<file path="src/rtl/bisection_ctrl_if.sv">
// Bus between the control register block / Q measurement front-end and the
// bisection search engine. The engine connects through the slave modport; the
// register block and the measurement front-end (or a bench) use master.
//
// Handshake: meas_req is a level request raised by the engine once i_ref has
// settled. The measurement front-end answers with a one-cycle meas_valid
// strobe carrying q_measured. The engine takes the first meas_valid seen while
// meas_req is high, then drops meas_req on the next cycle. A meas_valid
// strobe that arrives while no request is outstanding is ignored. meas_valid
// is never back-pressured.
interface bisection_ctrl_if #(
   parameter int BUS_WIDTH = 10,
   parameter int MAX_ITER  = 16
);
   localparam int IW = $clog2(MAX_ITER + 1);

   logic                 enable;
   logic                 start;
   logic [BUS_WIDTH-1:0] q_desired;
   logic [BUS_WIDTH-1:0] q_measured;
   logic                 meas_valid;
   logic [BUS_WIDTH-1:0] lo_bound;
   logic [BUS_WIDTH-1:0] hi_bound;
   logic [BUS_WIDTH-1:0] i_ref;
   logic                 meas_req;
   logic                 busy;
   logic                 converged;
   logic                 fail;
   logic [IW-1:0]        iter_count;

   modport master (
      output enable, start, q_desired, q_measured, meas_valid, lo_bound, hi_bound,
      input  i_ref, meas_req, busy, converged, fail, iter_count
   );

   modport slave (
      input  enable, start, q_desired, q_measured, meas_valid, lo_bound, hi_bound,
      output i_ref, meas_req, busy, converged, fail, iter_count
   );
endinterface

</file>
<file path="src/rtl/bisection_ctrl.sv">
// Bisection search engine: steps the reference-current code i_ref inside a
// programmable [lo_bound, hi_bound] window until the measured Q lands within
// TOL of q_desired, the iteration cap is reached or the interval collapses.
// Optional macro BISECT_TRACK_EN: once converged, keep re-measuring while
// sitting in DONE and restart the search if Q drifts out of tolerance.
module bisection_ctrl #(
   parameter int BUS_WIDTH  = 10,
   parameter int TOL        = 1,
   parameter int MAX_ITER   = 16,
   parameter int SETTLE_CYC = 4
) (
   input  logic            clk,
   input  logic            rst,
   bisection_ctrl_if.slave bus,
   output logic [2:0]      state_dbg
);
   localparam int IW  = $clog2(MAX_ITER + 1);
   localparam int SW  = $clog2(SETTLE_CYC + 1);
   localparam int BW1 = BUS_WIDTH + 1;
   localparam logic [BW1-1:0] TOL_V    = BW1'(TOL);
   localparam logic [IW-1:0]  MAX_V    = IW'(MAX_ITER);
   localparam logic [SW-1:0]  SETTLE_V = SW'(SETTLE_CYC);

   typedef enum logic [2:0] {IDLE, LOAD, SETTLE, MEASURE, UPDATE, DONE} state_t;

   state_t               state;
   logic [BUS_WIDTH-1:0] a;
   logic [BUS_WIDTH-1:0] b;
   logic [BUS_WIDTH-1:0] q_smp;
   logic [SW-1:0]        settle_cnt;

   logic [BUS_WIDTH-1:0] q_cmp;
   logic signed [BW1-1:0] diff;
   logic [BW1-1:0]       err;
   logic [BUS_WIDTH-1:0] mid;
   logic                 go_up;
   logic [BUS_WIDTH-1:0] a_nxt;
   logic [BUS_WIDTH-1:0] b_nxt;
   logic [BUS_WIDTH-1:0] span;
   logic [IW-1:0]        iter_nxt;

   assign state_dbg = state;

   // Error magnitude, probe midpoint and candidate next interval
   always_comb begin
      q_cmp = q_smp;
`ifdef BISECT_TRACK_EN
      if (state == DONE) q_cmp = bus.q_measured;
`endif
      diff     = $signed({1'b0, q_cmp}) - $signed({1'b0, bus.q_desired});
      err      = diff[BW1-1] ? $unsigned(-diff) : $unsigned(diff);
      mid      = a + ((b - a) >> 1);
      go_up    = bus.q_desired > q_smp;
      a_nxt    = go_up ? bus.i_ref : a;
      b_nxt    = go_up ? b : bus.i_ref;
      span     = b_nxt - a_nxt;
      iter_nxt = bus.iter_count + IW'(1);
   end

   // Search sequencer with registered outputs
   always_ff @(posedge clk or posedge rst) begin
      if (rst) begin
         state          <= IDLE;
         a              <= '0;
         b              <= '0;
         q_smp          <= '0;
         settle_cnt     <= '0;
         bus.i_ref      <= '0;
         bus.meas_req   <= 1'b0;
         bus.busy       <= 1'b0;
         bus.converged  <= 1'b0;
         bus.fail       <= 1'b0;
         bus.iter_count <= '0;
      end else if (!bus.enable) begin
         state        <= IDLE;
         bus.meas_req <= 1'b0;
         bus.busy     <= 1'b0;
      end else begin
         case (state)
            IDLE, DONE: begin
               if (bus.start) begin
                  bus.meas_req   <= 1'b0;
                  bus.converged  <= 1'b0;
                  bus.iter_count <= '0;
                  if (bus.lo_bound > bus.hi_bound) begin
                     // Empty window: report failure without measuring
                     bus.fail  <= 1'b1;
                     bus.i_ref <= bus.lo_bound;
                     state     <= DONE;
                  end else begin
                     a        <= bus.lo_bound;
                     b        <= bus.hi_bound;
                     bus.fail <= 1'b0;
                     bus.busy <= 1'b1;
                     state    <= LOAD;
                  end
               end
`ifdef BISECT_TRACK_EN
               else if (state == DONE && bus.converged) begin
                  if (!bus.meas_req) begin
                     if (settle_cnt <= SW'(1)) bus.meas_req <= 1'b1;
                     else settle_cnt <= settle_cnt - SW'(1);
                  end else if (bus.meas_valid) begin
                     bus.meas_req <= 1'b0;
                     settle_cnt   <= SETTLE_V;
                     if (err >= TOL_V) begin
                        bus.converged  <= 1'b0;
                        bus.iter_count <= '0;
                        a              <= bus.lo_bound;
                        b              <= bus.hi_bound;
                        bus.busy       <= 1'b1;
                        state          <= LOAD;
                     end
                  end
               end
`endif
            end
            LOAD: begin
               bus.i_ref  <= mid;
               settle_cnt <= SETTLE_V;
               state      <= SETTLE;
            end
            SETTLE: begin
               settle_cnt <= settle_cnt - SW'(1);
               if (settle_cnt == SW'(1)) begin
                  bus.meas_req <= 1'b1;
                  state        <= MEASURE;
               end
            end
            MEASURE: begin
               if (bus.meas_valid) begin
                  q_smp        <= bus.q_measured;
                  bus.meas_req <= 1'b0;
                  state        <= UPDATE;
               end
            end
            UPDATE: begin
               if (err < TOL_V) begin
                  bus.converged <= 1'b1;
                  bus.busy      <= 1'b0;
                  settle_cnt    <= SETTLE_V;
                  state         <= DONE;
               end else begin
                  bus.iter_count <= iter_nxt;
                  if (iter_nxt == MAX_V) begin
                     bus.fail <= 1'b1;
                     bus.busy <= 1'b0;
                     state    <= DONE;
                  end else begin
                     a <= a_nxt;
                     b <= b_nxt;
                     if (span <= BUS_WIDTH'(1)) begin
                        // Adjacent codes: no midpoint left to probe
                        bus.fail <= 1'b1;
                        bus.busy <= 1'b0;
                        state    <= DONE;
                     end else begin
                        state <= LOAD;
                     end
                  end
               end
            end
            default: begin
               state <= IDLE;
            end
         endcase
      end
   end
endmodule

</file>
<file path="src/flat_wrapper.sv">
// flat-port wrapper written by rule: the top's interface ports become plain ports
module bisection_ctrl_flat 
#(
   parameter int BUS_WIDTH  = 10,
   parameter int TOL        = 1,
   parameter int MAX_ITER   = 16,
   parameter int SETTLE_CYC = 4
)
  (clk, rst, state_dbg, bus_enable, bus_start, bus_q_desired, bus_q_measured, bus_meas_valid, bus_lo_bound, bus_hi_bound, bus_i_ref, bus_meas_req, bus_busy, bus_converged, bus_fail, bus_iter_count);
  bisection_ctrl_if #(.BUS_WIDTH(BUS_WIDTH), .MAX_ITER(MAX_ITER)) bus_i ();
  input  logic clk;
  input  logic rst;
  output logic [2:0] state_dbg;
  input wire logic [$bits(bus_i.enable)-1:0] bus_enable;
  input wire logic [$bits(bus_i.start)-1:0] bus_start;
  input wire logic [$bits(bus_i.q_desired)-1:0] bus_q_desired;
  input wire logic [$bits(bus_i.q_measured)-1:0] bus_q_measured;
  input wire logic [$bits(bus_i.meas_valid)-1:0] bus_meas_valid;
  input wire logic [$bits(bus_i.lo_bound)-1:0] bus_lo_bound;
  input wire logic [$bits(bus_i.hi_bound)-1:0] bus_hi_bound;
  output wire logic [$bits(bus_i.i_ref)-1:0] bus_i_ref;
  output wire logic [$bits(bus_i.meas_req)-1:0] bus_meas_req;
  output wire logic [$bits(bus_i.busy)-1:0] bus_busy;
  output wire logic [$bits(bus_i.converged)-1:0] bus_converged;
  output wire logic [$bits(bus_i.fail)-1:0] bus_fail;
  output wire logic [$bits(bus_i.iter_count)-1:0] bus_iter_count;
  assign bus_i.enable = bus_enable;
  assign bus_i.start = bus_start;
  assign bus_i.q_desired = bus_q_desired;
  assign bus_i.q_measured = bus_q_measured;
  assign bus_i.meas_valid = bus_meas_valid;
  assign bus_i.lo_bound = bus_lo_bound;
  assign bus_i.hi_bound = bus_hi_bound;
  assign bus_i_ref = bus_i.i_ref;
  assign bus_meas_req = bus_i.meas_req;
  assign bus_busy = bus_i.busy;
  assign bus_converged = bus_i.converged;
  assign bus_fail = bus_i.fail;
  assign bus_iter_count = bus_i.iter_count;
  bisection_ctrl #(.BUS_WIDTH(BUS_WIDTH), .TOL(TOL), .MAX_ITER(MAX_ITER), .SETTLE_CYC(SETTLE_CYC)) u_core (.clk(clk), .rst(rst), .bus(bus_i), .state_dbg(state_dbg));
endmodule
</file>
<file path="config.mk">
export PLATFORM = sky130hd
export DESIGN_NAME = bisection_ctrl_flat
export DESIGN_NICKNAME = d
export VERILOG_FILES = /design/src/rtl/bisection_ctrl_if.sv /design/src/rtl/bisection_ctrl.sv /design/src/flat_wrapper.sv
export SDC_FILE = /design/constraint.sdc
export NUM_CORES = 1
export LEC_CHECK = 0
export CAP_MARGIN = 20
export CELL_PAD_IN_SITES_DETAIL_PLACEMENT = 0
export CELL_PAD_IN_SITES_GLOBAL_PLACEMENT = 1
export CORE_MARGIN = 1.5
export CORE_UTILIZATION = 35
export CTS_BUF_LIST = sky130_fd_sc_hd__clkbuf_8
export CTS_CLUSTER_SIZE = 8
export DETAILED_ROUTE_END_ITERATION = 10
export PLACE_DENSITY = 0.71
export SYNTH_ARGS = -nofsm -noshare
export SYNTH_HDL_FRONTEND = slang
export SYNTH_SLANG_ARGS = --single-unit
</file>
<file path="constraint.sdc">
create_clock -name clk -period 6 [get_ports clk]
set_clock_uncertainty 0.1 [all_clocks]
set_input_delay 1.2 -clock clk [delete_from_list [all_inputs] [get_ports clk]]
set_output_delay 1.2 -clock clk [all_outputs]
set_load 0.05 [all_outputs]
</file>
==> results by group <==
Status
  • Outcome: completed

Timing
  • Min cycle time layout: about 5.7 ns
  • Crit path setup slack, layout: 0.316 ns
  • Count of final setup violators: 0
  • Hold Vio Cnt, Final: 0
  • RSZ-0062 raised after global routing: no
  • Share of the clock period used by the worst path after layout: 0.947
  • Min Hold Slack: approximately 0.42 ns
  • Achievable frequency: 176 MHz
  • Slew at the pin closest to its max-slew limit: 0.938 ns
  • Relative slew margins: 0.375
  • Final Slew Violations: 0

Logic synthesis
  • Share of flip-flops with an asynchronous set or reset: 1.00
  • Area share of the largest cell type after synthesis: 0.262
  • Number of enable flip-flop cells after synthesis: 0
  • Count of mapped cells out of synthesis: 607
  • Dominant register cell in the synthesized netlist: sky130_fd_sc_hd__dfrtp_1
  • Cell Area, Synth: 5250 um^2
  • Complex-gate fraction of the synthesized area: 0.196
  • Cell type with the highest aggregate area in the netlist: sky130_fd_sc_hd__dfrtp_1
  • Library cells used by synthesis: 71
  • Post-synthesis area per instance: 8.65 um^2
  • Area fraction in and, or, nand and nor cells after synthesis: 0.175
  • Synthesized-area fraction occupied by adder cells: 0.137
  • Largest family of logic cells by synthesized area: compound AO/OA/AOI/OAI gates
  • Mux cell area share after synthesis: 0.123
  • Number of synthesized register bits: 55
  • Syn. warnings: 0
  • Synth top area cells: sky130_fd_sc_hd__dfrtp_1 26%, sky130_fd_sc_hd__ha_1 12%, sky130_fd_sc_hd__mux2_2 7.9%, sky130_fd_sc_hd__mux2i_1 3.8%, sky130_fd_sc_hd__nand2_1 3.6%
  • Parity-gate share of the synthesized area counting xor and xnor cells: 0.0484
  • Sequential element share of the synthesized area: 0.262
  • Syn_nets: 707

Clocking
  • Number of clock sinks: 55
  • Level count of the clock H-tree: 2
  • Number of buffers inserted for hold repair after clock tree synthesis: 0
  • Clock root buffer: sky130_fd_sc_hd__clkbuf_8
  • CTS clock-pin slew for the worst setup and hold paths: 0.11 ns
  • Clk_lat worst skew: 0.34 ns
  • Clock tree from TritonCTS: built
  • CTS Buffer Depth: 2
  • Number of clock buffers inserted by TritonCTS: 5
  • Post-CTS setup repair buffer count: 0

Place
  • Count of input and output buffers: 66
  • Pre-CTS setup slack: -0.231 ns
  • Routability congestion estimate: between 0.8 and 0.9
  • Detailed placement HPWL: 10900 um

Critical path
  • Worst reg2reg path startpoint: u_core.q_cmp[1]
  • Worst path max stage delay: 0.45 ns
  • Worst-path maximum fanout: 8
  • Critical path cell sequence: clkdlybuf4s50_1 > inv_1 > ha_1 > nor2b_1 > o2111ai_2 > a211oi_1 > or2_2 > nor2_4 > buf_4 > mux2_2 > ha_1 > and3_1 > a2111o_1 > a21o_1 > a21oi_1 > xor2_1 > a41oi_2 > o31a_2 > o2111ai_1 > and3_1
  • Crit start category: input pin
  • Kind of cell adding the most delay to the critical path: compound AO/OA/AOI/OAI gates
  • Reg2reg end: u_core.state_dbg[2]
  • Worst-case reg-to-reg path depth: 18
  • Master of the slowest instance on the critical path: sky130_fd_sc_hd__clkdlybuf4s50_1
  • Setup slack on the worst flop-to-flop path: ~1.2 ns
  • Data required time at the worst endpoint: 6.13 ns
  • Number of buffers and inverters on the critical path: 3
  • WS Path Type: input pin to register
  • Critical Path Sink Type: register
  • Data arrival, critical path: 5.81 ns

Global routing
  • Met3 capacity usage during global routing: 0.0235
  • Antenna violations before repair: 0
  • Overflow after GRT: 0
  • First-pass GRT wire length: between 20000 and 25000 um
  • Met2 Resource Use GR: 0.319
  • Global Route Usage Sum: 0.184
  • Grt peak-use layer: met2
  • Pin count of the biggest net entering global routing: 56
  • Global routing usage on met1: 0.230
  • Number of global-route vias before repair: 4809

Die
  • Starting density of the core: 0.360
  • I/O pin total: 67
  • Core outline area: approximately 15000 um^2
  • Horiz. Die Dim: ~130 um
  • Row cnt: 44
  • Die Ht: 125 um
  • Full die area: around 16000 um^2

Flow run
  • # Max-Cap Violations: 0

Cells and area
  • Number of inserted diodes: 0
  • Layout cell share with drive strength beyond 1: 0.133
  • Synth-to-Final Area Change: 21.2%
  • Layout Nets: 789

Drt
  • Number of violations reported at the end of detailed-routing iteration 0: 180
  • Total Routed Length: 14200 um
  • TritonRoute pass-1 iters: 6
  • Routed WL per cell: 16.3 um
  • DRC Markers: 0
  • Count of antenna-violating nets left after detailed routing: 0
  • Via count: 4757
  • Via density per instance: approximately 5.4

Hold path
  • Hold-critical path endpoint: u_core.q_cmp[0]
  • Class of the worst hold path: register to register
  • Hold wc startpoint: u_core.q_cmp[0]
  • Cell depth of the worst hold path: 1
[worst max-delay path by stage]
stage / startpoint / to / slack, ns / depth (start not counted)
finish: bus_q_desired[1] / u_core.state_dbg[2] / 0.32 / 20
CTS: bus_q_desired[1] / u_core.state_dbg[2] / 0.11 / 20
global route: bus_q_desired[7] / u_core.state_dbg[2] / 0.04 / 21
global placement: bus_q_desired[1] / u_core.state_dbg[2] / -0.09 / 20
floorplan: bus_q_desired[7] / u_core.state_dbg[2] / 0.13 / 21
detailed placement: bus_q_desired[1] / u_core.state_dbg[2] / -0.23 / 21
[stage by stage]
stage               TNS (ns)  area, um^2  utilization  std cells
CTS                        0        6350        0.435        874
floorplan                  0        5250            -        607
detailed placement    -0.363        6250        0.428        866
global route               0        6360        0.436        874
finish                     0        6360        0.436        874
global placement     -0.0876        6250        0.428        866
[flip-flops by register name, summed over array words and instances (netlist names)]
register	flops
u_core.settle_cnt	3
u_core.q_cmp	10
u_core.a	10
u_core.bus.fail	1
u_core.bus.meas_req	1
u_core.bus.converged	1
u_core.bus.iter_count	5
u_core.bus.busy	1
u_core.b	10
u_core.state_dbg	3
u_core.bus.i_ref	10
[cells in the final DEF (no fill, tap or decap), drive strengths merged, types with 6 or more instances in the layout]
master and instances:
nand2b 6, clkdlybuf4s50 66, buf 30, a31oi 8
xor2 12, dfrtp 55, a21oi 35, nor2b 9
nor3 13, clkbuf 7, a21o 17, inv 48
xnor2 17, mux2 39, mux2i 20, and2 6
nand3 25, nor2 48, o21ai 36, ha 51
nand2 50
[cell families after synthesis]
| family | count (synthesis) |
|---|---|
| compound gates | 153 |
| xor+xnor | 29 |
| fa+ha+maj | 55 |
| buf+inv | 69 |
| flops | 55 |
| mux | 59 |
| simple gates | 187 |
[cells in the mapped netlist (4+ instances only)]
| cell | number |
|---|---|
| sky130_fd_sc_hd__a21o_1 | 17 |
| sky130_fd_sc_hd__a21oi_1 | 34 |
| sky130_fd_sc_hd__a31oi_1 | 8 |
| sky130_fd_sc_hd__and3_1 | 5 |
| sky130_fd_sc_hd__clkbuf_1 | 12 |
| sky130_fd_sc_hd__dfrtp_1 | 55 |
| sky130_fd_sc_hd__fa_1 | 4 |
| sky130_fd_sc_hd__ha_1 | 51 |
| sky130_fd_sc_hd__inv_1 | 47 |
| sky130_fd_sc_hd__mux2_2 | 37 |
| sky130_fd_sc_hd__mux2i_1 | 20 |
| sky130_fd_sc_hd__nand2_1 | 50 |
| sky130_fd_sc_hd__nand2b_1 | 6 |
| sky130_fd_sc_hd__nand3_1 | 24 |
| sky130_fd_sc_hd__nand3b_1 | 5 |
| sky130_fd_sc_hd__nand4_1 | 5 |
| sky130_fd_sc_hd__nor2_1 | 48 |
| sky130_fd_sc_hd__nor2b_1 | 9 |
| sky130_fd_sc_hd__nor3_1 | 13 |
| sky130_fd_sc_hd__o2111ai_1 | 5 |
| sky130_fd_sc_hd__o211ai_1 | 4 |
| sky130_fd_sc_hd__o21a_1 | 5 |
| sky130_fd_sc_hd__o21ai_0 | 35 |
| sky130_fd_sc_hd__o21bai_1 | 4 |
| sky130_fd_sc_hd__o22ai_1 | 5 |
| sky130_fd_sc_hd__xnor2_1 | 17 |
| sky130_fd_sc_hd__xor2_1 | 12 |
[metal layers]
layer,up-vias,wire length (um)
met4,0,315
met1,2290,6540
li1,2353,-
met3,17,378
met2,97,6990
met5,-,0
[area by class of cell]
cell class                 instances  area (um^2)
clock buffer                       7         96.3
clock inverter                     1         3.75
fill                            1448         8220
inverter                          48          180
multi-input combinational        483         3590
sequential                        55         1380
tap                              184          230
timing repair buffer              96          886
[worst reg2reg max path: cells and delay by family (launching register included)]
kind,cells,cell delay [ns]
mux,1,0.37
compound gates,8,1.78
fa+ha+maj,2,0.60
simple gates,5,1.06
flops,1,0.43
xor+xnor,1,0.11
buf+inv,1,0.20
[repair_timing]
item,4_1_cts,5_1_grt
setup endpoints to repair,0,1
endpoints found under the hold margin,0,0
resized for setup,0,3
Power is not shown: default switching activity piles up to over one toggle a cycle in this logic, so the estimate is an artifact.
